==> src/rtl/cdu_mode_sequencer.sv <==
// Mode sequencer for the CDU resolver-to-digital converter: walks ZERO -> COARSE -> FINE,
// qualifies each step on reference ticks and inserts a break cycle between non-zero adc patterns.
module cdu_mode_sequencer #(
    parameter int unsigned ZERO_TICKS    = 8,
    parameter int unsigned SETTLE_TICKS  = 4,
    parameter int unsigned LOSS_TICKS    = 2,
    parameter int unsigned TIMEOUT_TICKS = 64
) (
    input  logic        clk,
    input  logic        rst,
    input  logic        start,
    input  logic        abort,
    input  logic        fine1_en,
    input  logic        ref_tick,
    input  logic        coarse_ok,
    input  logic        fine_ok,
    output logic [11:0] adc,
    output logic [2:0]  mode,
    output logic        locked,
    output logic        fault,
    output logic        mode_chg
);

    localparam int unsigned TMAX = (TIMEOUT_TICKS > ZERO_TICKS) ? TIMEOUT_TICKS : ZERO_TICKS;
    localparam int TW = $clog2(TMAX) + 1;
    localparam int SW = $clog2(SETTLE_TICKS) + 1;
    localparam int LW = $clog2(LOSS_TICKS) + 1;

    localparam logic [TW-1:0] ZERO_LAST    = TW'(ZERO_TICKS - 1);
    localparam logic [TW-1:0] TIMEOUT_LAST = TW'(TIMEOUT_TICKS - 1);
    localparam logic [SW-1:0] SETTLE_MAX   = SW'(SETTLE_TICKS);
    localparam logic [LW-1:0] LOSS_LAST    = LW'(LOSS_TICKS - 1);

    // BRK_* states hold adc at zero for one cycle before the named pattern is applied
    typedef enum logic [2:0] {
        S_IDLE       = 3'd0,
        S_ZERO       = 3'd1,
        S_COARSE     = 3'd2,
        S_FINE       = 3'd3,
        S_FAULT      = 3'd4,
        S_BRK_COARSE = 3'd5,
        S_BRK_FINE   = 3'd6
    } state_t;

    state_t          state_r, state_next_s;
    logic [TW-1:0]   tick_cnt_r, tick_cnt_next_s;
    logic [SW-1:0]   settle_cnt_r, settle_cnt_next_s, settle_inc_s;
    logic [LW-1:0]   loss_cnt_r, loss_cnt_next_s;
    logic            locked_r, locked_next_s;
    logic [11:0]     adc_r, adc_next_s;
    logic [2:0]      mode_r, mode_next_s;
    logic            fault_r, fault_next_s;
    logic            mode_chg_r, mode_chg_next_s;
    logic            entering_s;

    function automatic logic [11:0] adc_pattern(input state_t st);
        case (st)
            S_ZERO:   adc_pattern = 12'h002;
            S_COARSE: adc_pattern = 12'h011;
            S_FINE:   adc_pattern = 12'h028;
            default:  adc_pattern = 12'h000;
        endcase
    endfunction

    // Next-state and counter logic; abort overrides every other transition
    always_comb begin
        state_next_s      = state_r;
        tick_cnt_next_s   = tick_cnt_r;
        settle_cnt_next_s = settle_cnt_r;
        loss_cnt_next_s   = loss_cnt_r;
        locked_next_s     = locked_r;
        settle_inc_s      = (settle_cnt_r == SETTLE_MAX) ? SETTLE_MAX : settle_cnt_r + 1'b1;
        if (abort) begin
            state_next_s = S_IDLE;
        end else begin
            case (state_r)
                S_IDLE, S_FAULT: begin
                    if (start) begin
                        state_next_s = S_ZERO;
                    end else begin
                        state_next_s = state_r;
                    end
                end
                S_ZERO: begin
                    if (ref_tick && (tick_cnt_r >= ZERO_LAST)) begin
                        state_next_s = S_BRK_COARSE;
                    end else if (ref_tick) begin
                        tick_cnt_next_s = tick_cnt_r + 1'b1;
                    end else begin
                        tick_cnt_next_s = tick_cnt_r;
                    end
                end
                S_COARSE: begin
                    if (ref_tick) begin
                        settle_cnt_next_s = coarse_ok ? settle_inc_s : {SW{1'b0}};
                        // the FINE condition wins over a timeout on the same tick
                        if (coarse_ok && (settle_inc_s == SETTLE_MAX) && fine1_en) begin
                            state_next_s = S_BRK_FINE;
                        end else if (tick_cnt_r >= TIMEOUT_LAST) begin
                            state_next_s = S_FAULT;
                        end else begin
                            tick_cnt_next_s = tick_cnt_r + 1'b1;
                        end
                    end else begin
                        settle_cnt_next_s = settle_cnt_r;
                    end
                end
                S_FINE: begin
                    if (!fine1_en) begin
                        state_next_s = S_BRK_COARSE;
                    end else if (ref_tick && fine_ok) begin
                        loss_cnt_next_s = {LW{1'b0}};
                        locked_next_s   = 1'b1;
                    end else if (ref_tick) begin
                        locked_next_s = 1'b0;
                        if (loss_cnt_r >= LOSS_LAST) begin
                            state_next_s = S_BRK_COARSE;
                        end else begin
                            loss_cnt_next_s = loss_cnt_r + 1'b1;
                        end
                    end else begin
                        locked_next_s = locked_r;
                    end
                end
                S_BRK_COARSE: state_next_s = S_COARSE;
                S_BRK_FINE:   state_next_s = S_FINE;
                default:      state_next_s = S_IDLE;
            endcase
        end
        entering_s = (state_next_s != state_r);
        if (entering_s) begin
            tick_cnt_next_s   = {TW{1'b0}};
            settle_cnt_next_s = {SW{1'b0}};
            loss_cnt_next_s   = {LW{1'b0}};
            locked_next_s     = 1'b0;
        end else begin
            locked_next_s = locked_next_s;
        end
    end

    // Output values for the next cycle; mode holds its old value through a break cycle
    always_comb begin
        adc_next_s   = adc_pattern(state_next_s);
        fault_next_s = (state_next_s == S_FAULT);
        case (state_next_s)
            S_IDLE:   mode_next_s = 3'd0;
            S_ZERO:   mode_next_s = 3'd1;
            S_COARSE: mode_next_s = 3'd2;
            S_FINE:   mode_next_s = 3'd3;
            S_FAULT:  mode_next_s = 3'd4;
            default:  mode_next_s = mode_r;
        endcase
        if (entering_s && !abort && (state_next_s != S_BRK_COARSE) && (state_next_s != S_BRK_FINE)) begin
            mode_chg_next_s = 1'b1;
        end else begin
            mode_chg_next_s = 1'b0;
        end
    end

    // State, counters and registered outputs
    always_ff @(posedge clk) begin
        if (rst) begin
            state_r      <= S_IDLE;
            tick_cnt_r   <= {TW{1'b0}};
            settle_cnt_r <= {SW{1'b0}};
            loss_cnt_r   <= {LW{1'b0}};
            locked_r     <= 1'b0;
            adc_r        <= 12'h000;
            mode_r       <= 3'd0;
            fault_r      <= 1'b0;
            mode_chg_r   <= 1'b0;
        end else begin
            state_r      <= state_next_s;
            tick_cnt_r   <= tick_cnt_next_s;
            settle_cnt_r <= settle_cnt_next_s;
            loss_cnt_r   <= loss_cnt_next_s;
            locked_r     <= locked_next_s;
            adc_r        <= adc_next_s;
            mode_r       <= mode_next_s;
            fault_r      <= fault_next_s;
            mode_chg_r   <= mode_chg_next_s;
        end
    end

    assign adc      = adc_r;
    assign mode     = mode_r;
    assign locked   = locked_r;
    assign fault    = fault_r;
    assign mode_chg = mode_chg_r;

endmodule

==> config.mk <==
export PLATFORM = sky130hd
export DESIGN_NAME = cdu_mode_sequencer
export DESIGN_NICKNAME = d
export VERILOG_FILES = /design/src/rtl/cdu_mode_sequencer.sv
export SDC_FILE = /design/constraint.sdc
export NUM_CORES = 1
export LEC_CHECK = 0
export CAP_MARGIN = 20
export CORE_MARGIN = 3
export CORE_UTILIZATION = 42
export CTS_CLUSTER_DIAMETER = 40
export DETAILED_ROUTE_END_ITERATION = 10
export PLACE_DENSITY = 0.71
export SYNTH_ARGS = -nofsm -noshare
export SYNTH_HDL_FRONTEND = slang
export SYNTH_SLANG_ARGS = --single-unit
==> constraint.sdc <==
create_clock -name clk -period 2.45 [get_ports clk]
set_input_delay 0.245 -clock clk [delete_from_list [all_inputs] [get_ports clk]]
set_output_delay 0.245 -clock clk [all_outputs]
set_load 0.02 [all_outputs]
Word level (Yosys, flattened, before mapping)
Cells that the tools add are included.
{"block": "classes", "addsub": 3, "n_mul": 0, "div": 0, "order_cmp": 3, "n_eq_ne": 21, "n_shift": 0, "muxes": 27, "bitwise": 1, "n_reduce_logical": 19}
{"operator": "$mux 3", "n": 12}
{"operator": "$mux 7", "n": 5}
{"operator": "$eq 3x3->1 const B", "n": 6}
{"operator": "$pmux 3 s6", "n": 1}
{"operator": "$pmux 6 s3", "n": 1}
{"operator": "$pmux 3 s5", "n": 1}
{"operator": "$pmux 7 s2", "n": 1}
{"operator": "$eq 3x2->1 const B", "n": 4}
{"operator": "$ne 2x2->1 const B", "n": 6}
{"operator": "$add 7x1->7 const B", "n": 1}
{"operator": "$ge 7x3->1 const B", "n": 1}
{"operator": "$ge 7x6->1 const B", "n": 1}
{"operator": "$logic_and 1x1->1", "n": 7}
{"operator": "$reduce_and 7->1", "n": 1}
{"operator": "$eq 3x1->1 const B", "n": 2}
{"operator": "$logic_not 3->1", "n": 2}
{"operator": "$mux 2", "n": 3}
{"operator": "$ne 3x3->1 const B", "n": 2}
{"operator": "$reduce_and 5->1", "n": 1}
{"operator": "$reduce_bool 5->1", "n": 1}
{"operator": "$reduce_and 4->1", "n": 1}
{"operator": "$reduce_bool 2->1", "n": 2}
{"operator": "$reduce_or 2->1", "n": 2}
{"operator": "$add 3x1->3 const B", "n": 1}
{"operator": "other kinds (7)", "n": 9}
{"block": "word_totals", "ff_bits": 33, "latch_bits": 0, "mem_bits_rw": 0, "romBits": 0, "in_bits": 8, "out_inout_bits": 18, "wordCells": 83, "memories": 0}

Longest topological paths before layout
{"block": "logic_depth", "depth_word": 14, "mapped_depth": 9, "ltp_nobuf": 8}

Least setup slack after synthesis
No wires, ideal clock.
{"block": "synth_timing", "kind": "reg-to-reg", "startpoint": "register settle_cnt_r[0]", "endpoint": "register settle_cnt_r[0]", "setup_time_ns": 0.066, "t_arrival_ns": 2.144, "required_ns": 2.384, "slack_ns": 0.240, "path_stages_with_launch": 10, "n_path_buf": 1, "period_less_slack_ns": 2.210, "cell_sequence": "dfxtp_1 inv_1 ha_1 nand2b_1 or4_4 or4b_1 o211ai_2 a221o_1 buf_6 a21oi_2"}
{"block": "synth_via", "elab_chain_cells": 11, "elab_cells_between_ends": 13, "cone_classes": "1 x add/sub; 3 x eq/ne; 6 x mux; 3 x reduce/logical"}
{"element": "start: declaration", "line_no": "47", "rtl": "logic [SW-1:0] settle_cnt_r, settle_cnt_next_s, settle_inc_s;"}
{"element": "start signal: assignment", "line_no": "165", "rtl": "settle_cnt_r <= {SW{1'b0}};"}
{"element": "start signal: assignment", "line_no": "175", "rtl": "settle_cnt_r <= settle_cnt_next_s;"}
{"element": "$add 3x1->3 / $eq 3x3->1 (equally long branches)", "line_no": "72", "rtl": "settle_inc_s = (settle_cnt_r == SETTLE_MAX) ? SETTLE_MAX : settle_cnt_r + 1'b1;"}
{"element": "$mux 3 (*)", "line_no": "72"}
{"element": "$eq 3x3->1", "line_no": "97", "rtl": "if (coarse_ok && (settle_inc_s == SETTLE_MAX) && fine1_en) begin"}
{"element": "$logic_and 1x1->1 (2 in series)", "line_no": "97"}
{"element": "$mux 3", "line_no": "97"}
{"element": "$mux 3", "line_no": "94", "rtl": "if (ref_tick) begin"}
{"element": "$pmux 3 s6", "line_no": "76", "rtl": "case (state_r)"}
{"element": "$mux 3", "line_no": "73", "rtl": "if (abort) begin"}
{"element": "$ne 3x3->1", "line_no": "130", "rtl": "entering_s = (state_next_s != state_r);"}
{"element": "$reduce_or 2->1 (no source line)"}
Mark *: on every way between the ends. The rest lies on a longest branch, timed or not.
A chain may end at the register's enable or synchronous reset.

Worst setup path after layout
{"block": "layout_timing", "startpoint": "register settle_cnt_r[0]", "endpoint": "register loss_cnt_r[0]"}
{"block": "layout_via", "elab_chain_cells": 11, "elab_cells_between_ends": 12, "cone_classes": "1 x add/sub; 3 x eq/ne; 5 x mux; 3 x reduce/logical"}
{"element": "$add 3x1->3 / $eq 3x3->1 (equally long branches)", "line_no": "72"}
{"element": "$mux 3 (*)", "line_no": "72"}
{"element": "$eq 3x3->1 (*)", "line_no": "97"}
{"element": "$logic_and 1x1->1 (*) (2 in series)", "line_no": "97"}
{"element": "$mux 3 (*)", "line_no": "97"}
{"element": "$mux 3 (*)", "line_no": "94"}
{"element": "$pmux 3 s6 (*)", "line_no": "76"}
{"element": "$mux 3 (*)", "line_no": "73"}
{"element": "$ne 3x3->1 (*)", "line_no": "130"}
{"element": "$reduce_or 2->1 (no source line) (*)"}
{"element": "end signal: assignment", "line_no": "166", "rtl": "loss_cnt_r <= {LW{1'b0}};"}
{"element": "end signal: assignment", "line_no": "176", "rtl": "loss_cnt_r <= loss_cnt_next_s;"}
{"element": "end: declaration", "line_no": "48", "rtl": "logic [LW-1:0] loss_cnt_r, loss_cnt_next_s;"}
Marked as above.

==> run summary <==
Overflow after GRT = 0
die height = 63.2 um
number of port buffers = 18
Max Cap Viol = 0
number of global-route vias before repair = 1170
period utilisation layout = 0.975
Netlist cell types = 48
first-pass GRT wire length = 5040 um
TritonCTS clock tree = yes
run status = complete, no violations
final number of hold-violating endpoints = 0
most frequent cells in the layout = 22 x dfxtp_1, 18 x clkdlybuf4s50_1, 14 x inv_1, 14 x nand2_1, 11 x nor2_1
depth of the CTS H-tree = 1
fin crit period = 2390 ps
Final setup viols = 0
GP Congestion = 0.936
Yosys warning count = 0
Initial Utilization = 0.446
Arr. time, crit path = 2640 ps
Post-DP Area = 1600 sq um
worst vdd ir = 0.256 mV
Final Instance Area = 1670 sq um
worst skew pair latency = 320 ps
Max Clock Freq = 419 MHz
wire length per cell = 12.6 um
critical setup path kind = register to register
Rows = 20
Die Wd = 63.2 um
Cells after Synth = 167
Final nets = 203
Leak = 0.605 nW
largest net degree at the start of global routing = 14
Post-CTS Setup Inserts = 0
setup ws final = 61.4 ps
Layout Cells excl Fill = 234
DPL Wire Length = 2360 um
antenna violations before repair = 0
Filler cells = 303
GRT Total Usage = 0.155
Post-synth EDFFs = 0
Placeable Area = 3080 sq um
RSZ-0062 raised after global routing = true
Critical Path, Cell by Cell = inv_1, ha_1, and3b_1, or4_4, or4b_4, o211ai_4, a221o_1, buf_4, a21oi_1
CP peak stage delay = 550 ps
dominant synthesized flop cell = dfxtp_1
share of cells above drive strength 1 = 0.179
cell family with most CP delay = simple AND/OR/NAND/NOR gates
Longest Clk Path Bufs = 2
DRC = 0
most common cell after layout, fill and taps aside = dfxtp_1
Min-Delay Path Class = register to register
TritonCTS buffer count = 3
routed wl met2 = 1390 um
Hold Startpoint = loss_cnt_r[1]$_SDFFE_PP0P_
Pre-antenna DRT Iters = 4
Inst Count DP = 230
M1 wire length = 1380 um
via count = 1214
reg2reg start = settle_cnt_r[0]$_SDFFE_PP0P_
mean post-synth cell area = 8.22 sq um
drt via density = 5.19
worst clock skew = 7.09 ps
power per cell area = 414 nW/um^2
I/O pins = 26
CP required = 2700 ps
n_diodes = 0
Worst Setup SP = settle_cnt_r[0]$_SDFFE_PP0P_
Routed Antenna Nets = 0
Startpoint Class = register
Crit Path Max Fanout = 5
Mapped Area = 1370 sq um
setup tns final = 0 ps
fraction of registers with async set/reset = 0
register area share after synthesis = 0.350
top layer in use = met4
Clk pin slew, worst setup/hold paths = 130 ps
Slowest cell on crit path = or4_4
Area Overhead vs Synth = 21.6%
CP endpoint kind = register
pre-CTS WS = -52.2 ps
Routed met3 length = 136 um
die area = 3990 sq um
Slew Viols, Final = 0
CTS Sinks = 24
Root Buffer = clkbuf_4
final WL = 2950 um
CP bufs+invs = 2
initial DRC count = 38
number of synthesized register bits = 24
-- worst min-delay path, cell delays in order (launching register included) --
cell and delay [ps]:
dfxtp_1 330, nand2_1 60, a21oi_1 50
-- metal layers --
layer  vias to the layer above  track usage
met3                         5       0.0285
met1                       570        0.203
met4                         0       0.0413
li1                        614            -
met5                         -            0
met2                        25        0.258
-- timing repair --
item                                   CTS  global route
hold buffers                             0             0
gates resized for setup                  0             7
setup endpoints to repair                0            13
endpoints found under the hold margin    0             0
-- power breakdown --
part	internal [mW]	switching [mW]
Sequential	0.394	0.00356
Clock	0.0910	0.120
Combinational	0.0340	0.0477
-- per-stage QoR --
stage	util	hold WS (ps)	power [mW]
floorplan	-	401	0.461
global placement	0.520	440	0.482
CTS	0.532	471	0.688
detailed placement	0.520	452	0.484
global route	0.542	501	0.720
finish	0.542	470	0.690
-- state kept, by name, summed over array words and instances (netlist names) --
register,count
adc,3
fault,1
locked,1
loss_cnt_r,2
mode,3
mode_chg,1
settle_cnt_r,3
state_r,3
tick_cnt_r,7
-- final cells by class --
cell class / instances / area (sq um) / share of cell area
clock buffer: 4 / 36.3 / 0.0217
inverter: 14 / 52.6 / 0.0315
multi-input combinational: 121 / 791 / 0.474
sequential: 24 / 483 / 0.289
tap: 44 / 55.1 / 0.0330
timing repair buffer: 27 / 251 / 0.151
-- final timing paths --
check,endpoint,slack [ps],depth (start not counted)
worst min register to register,loss_cnt_r[1]$_SDFFE_PP0P_,470,2
worst min-delay path,loss_cnt_r[1]$_SDFFE_PP0P_,470,2
worst max-delay path,loss_cnt_r[0]$_SDFFE_PP0P_,60,9
worst max register to register,loss_cnt_r[0]$_SDFFE_PP0P_,60,9
-- cell usage after synthesis, drive strengths merged (2+ instances only) --
library cell   n  area, sq um
nand2         14         52.6
or3            4         25.0
nor4           3         18.8
or4            2         18.8
mux2i          3         30.0
a21oi         12         67.6
nor3           7         35.0
nor3b          2         15.0
o21ai          3         15.0
nor2          19         91.3
a31o           2         17.5
clkbuf         2         7.51
or4b           2         20.0
nand4          3         18.8
buf           12         88.8
nand2b         4         25.0
ha             4         50.1
o21a           2         15.0
xnor2          5         43.8
inv           14         52.6
dfxtp         24          480
nand3          4         20.0
-- kinds of logic after synthesis --
| kind of cell | synth area share |
|---|---|
| AOI/OAI and AO/OA | 0.154 |
| xor gates and xnor gates | 0.0383 |
| adders and majority gates | 0.0365 |
| buffers and inverters | 0.108 |
| DFF | 0.350 |
| muxes | 0.0219 |
| other | 0.00273 |
| and+or+nand+nor | 0.288 |
Note: power is estimated with default switching activity, not from simulation.
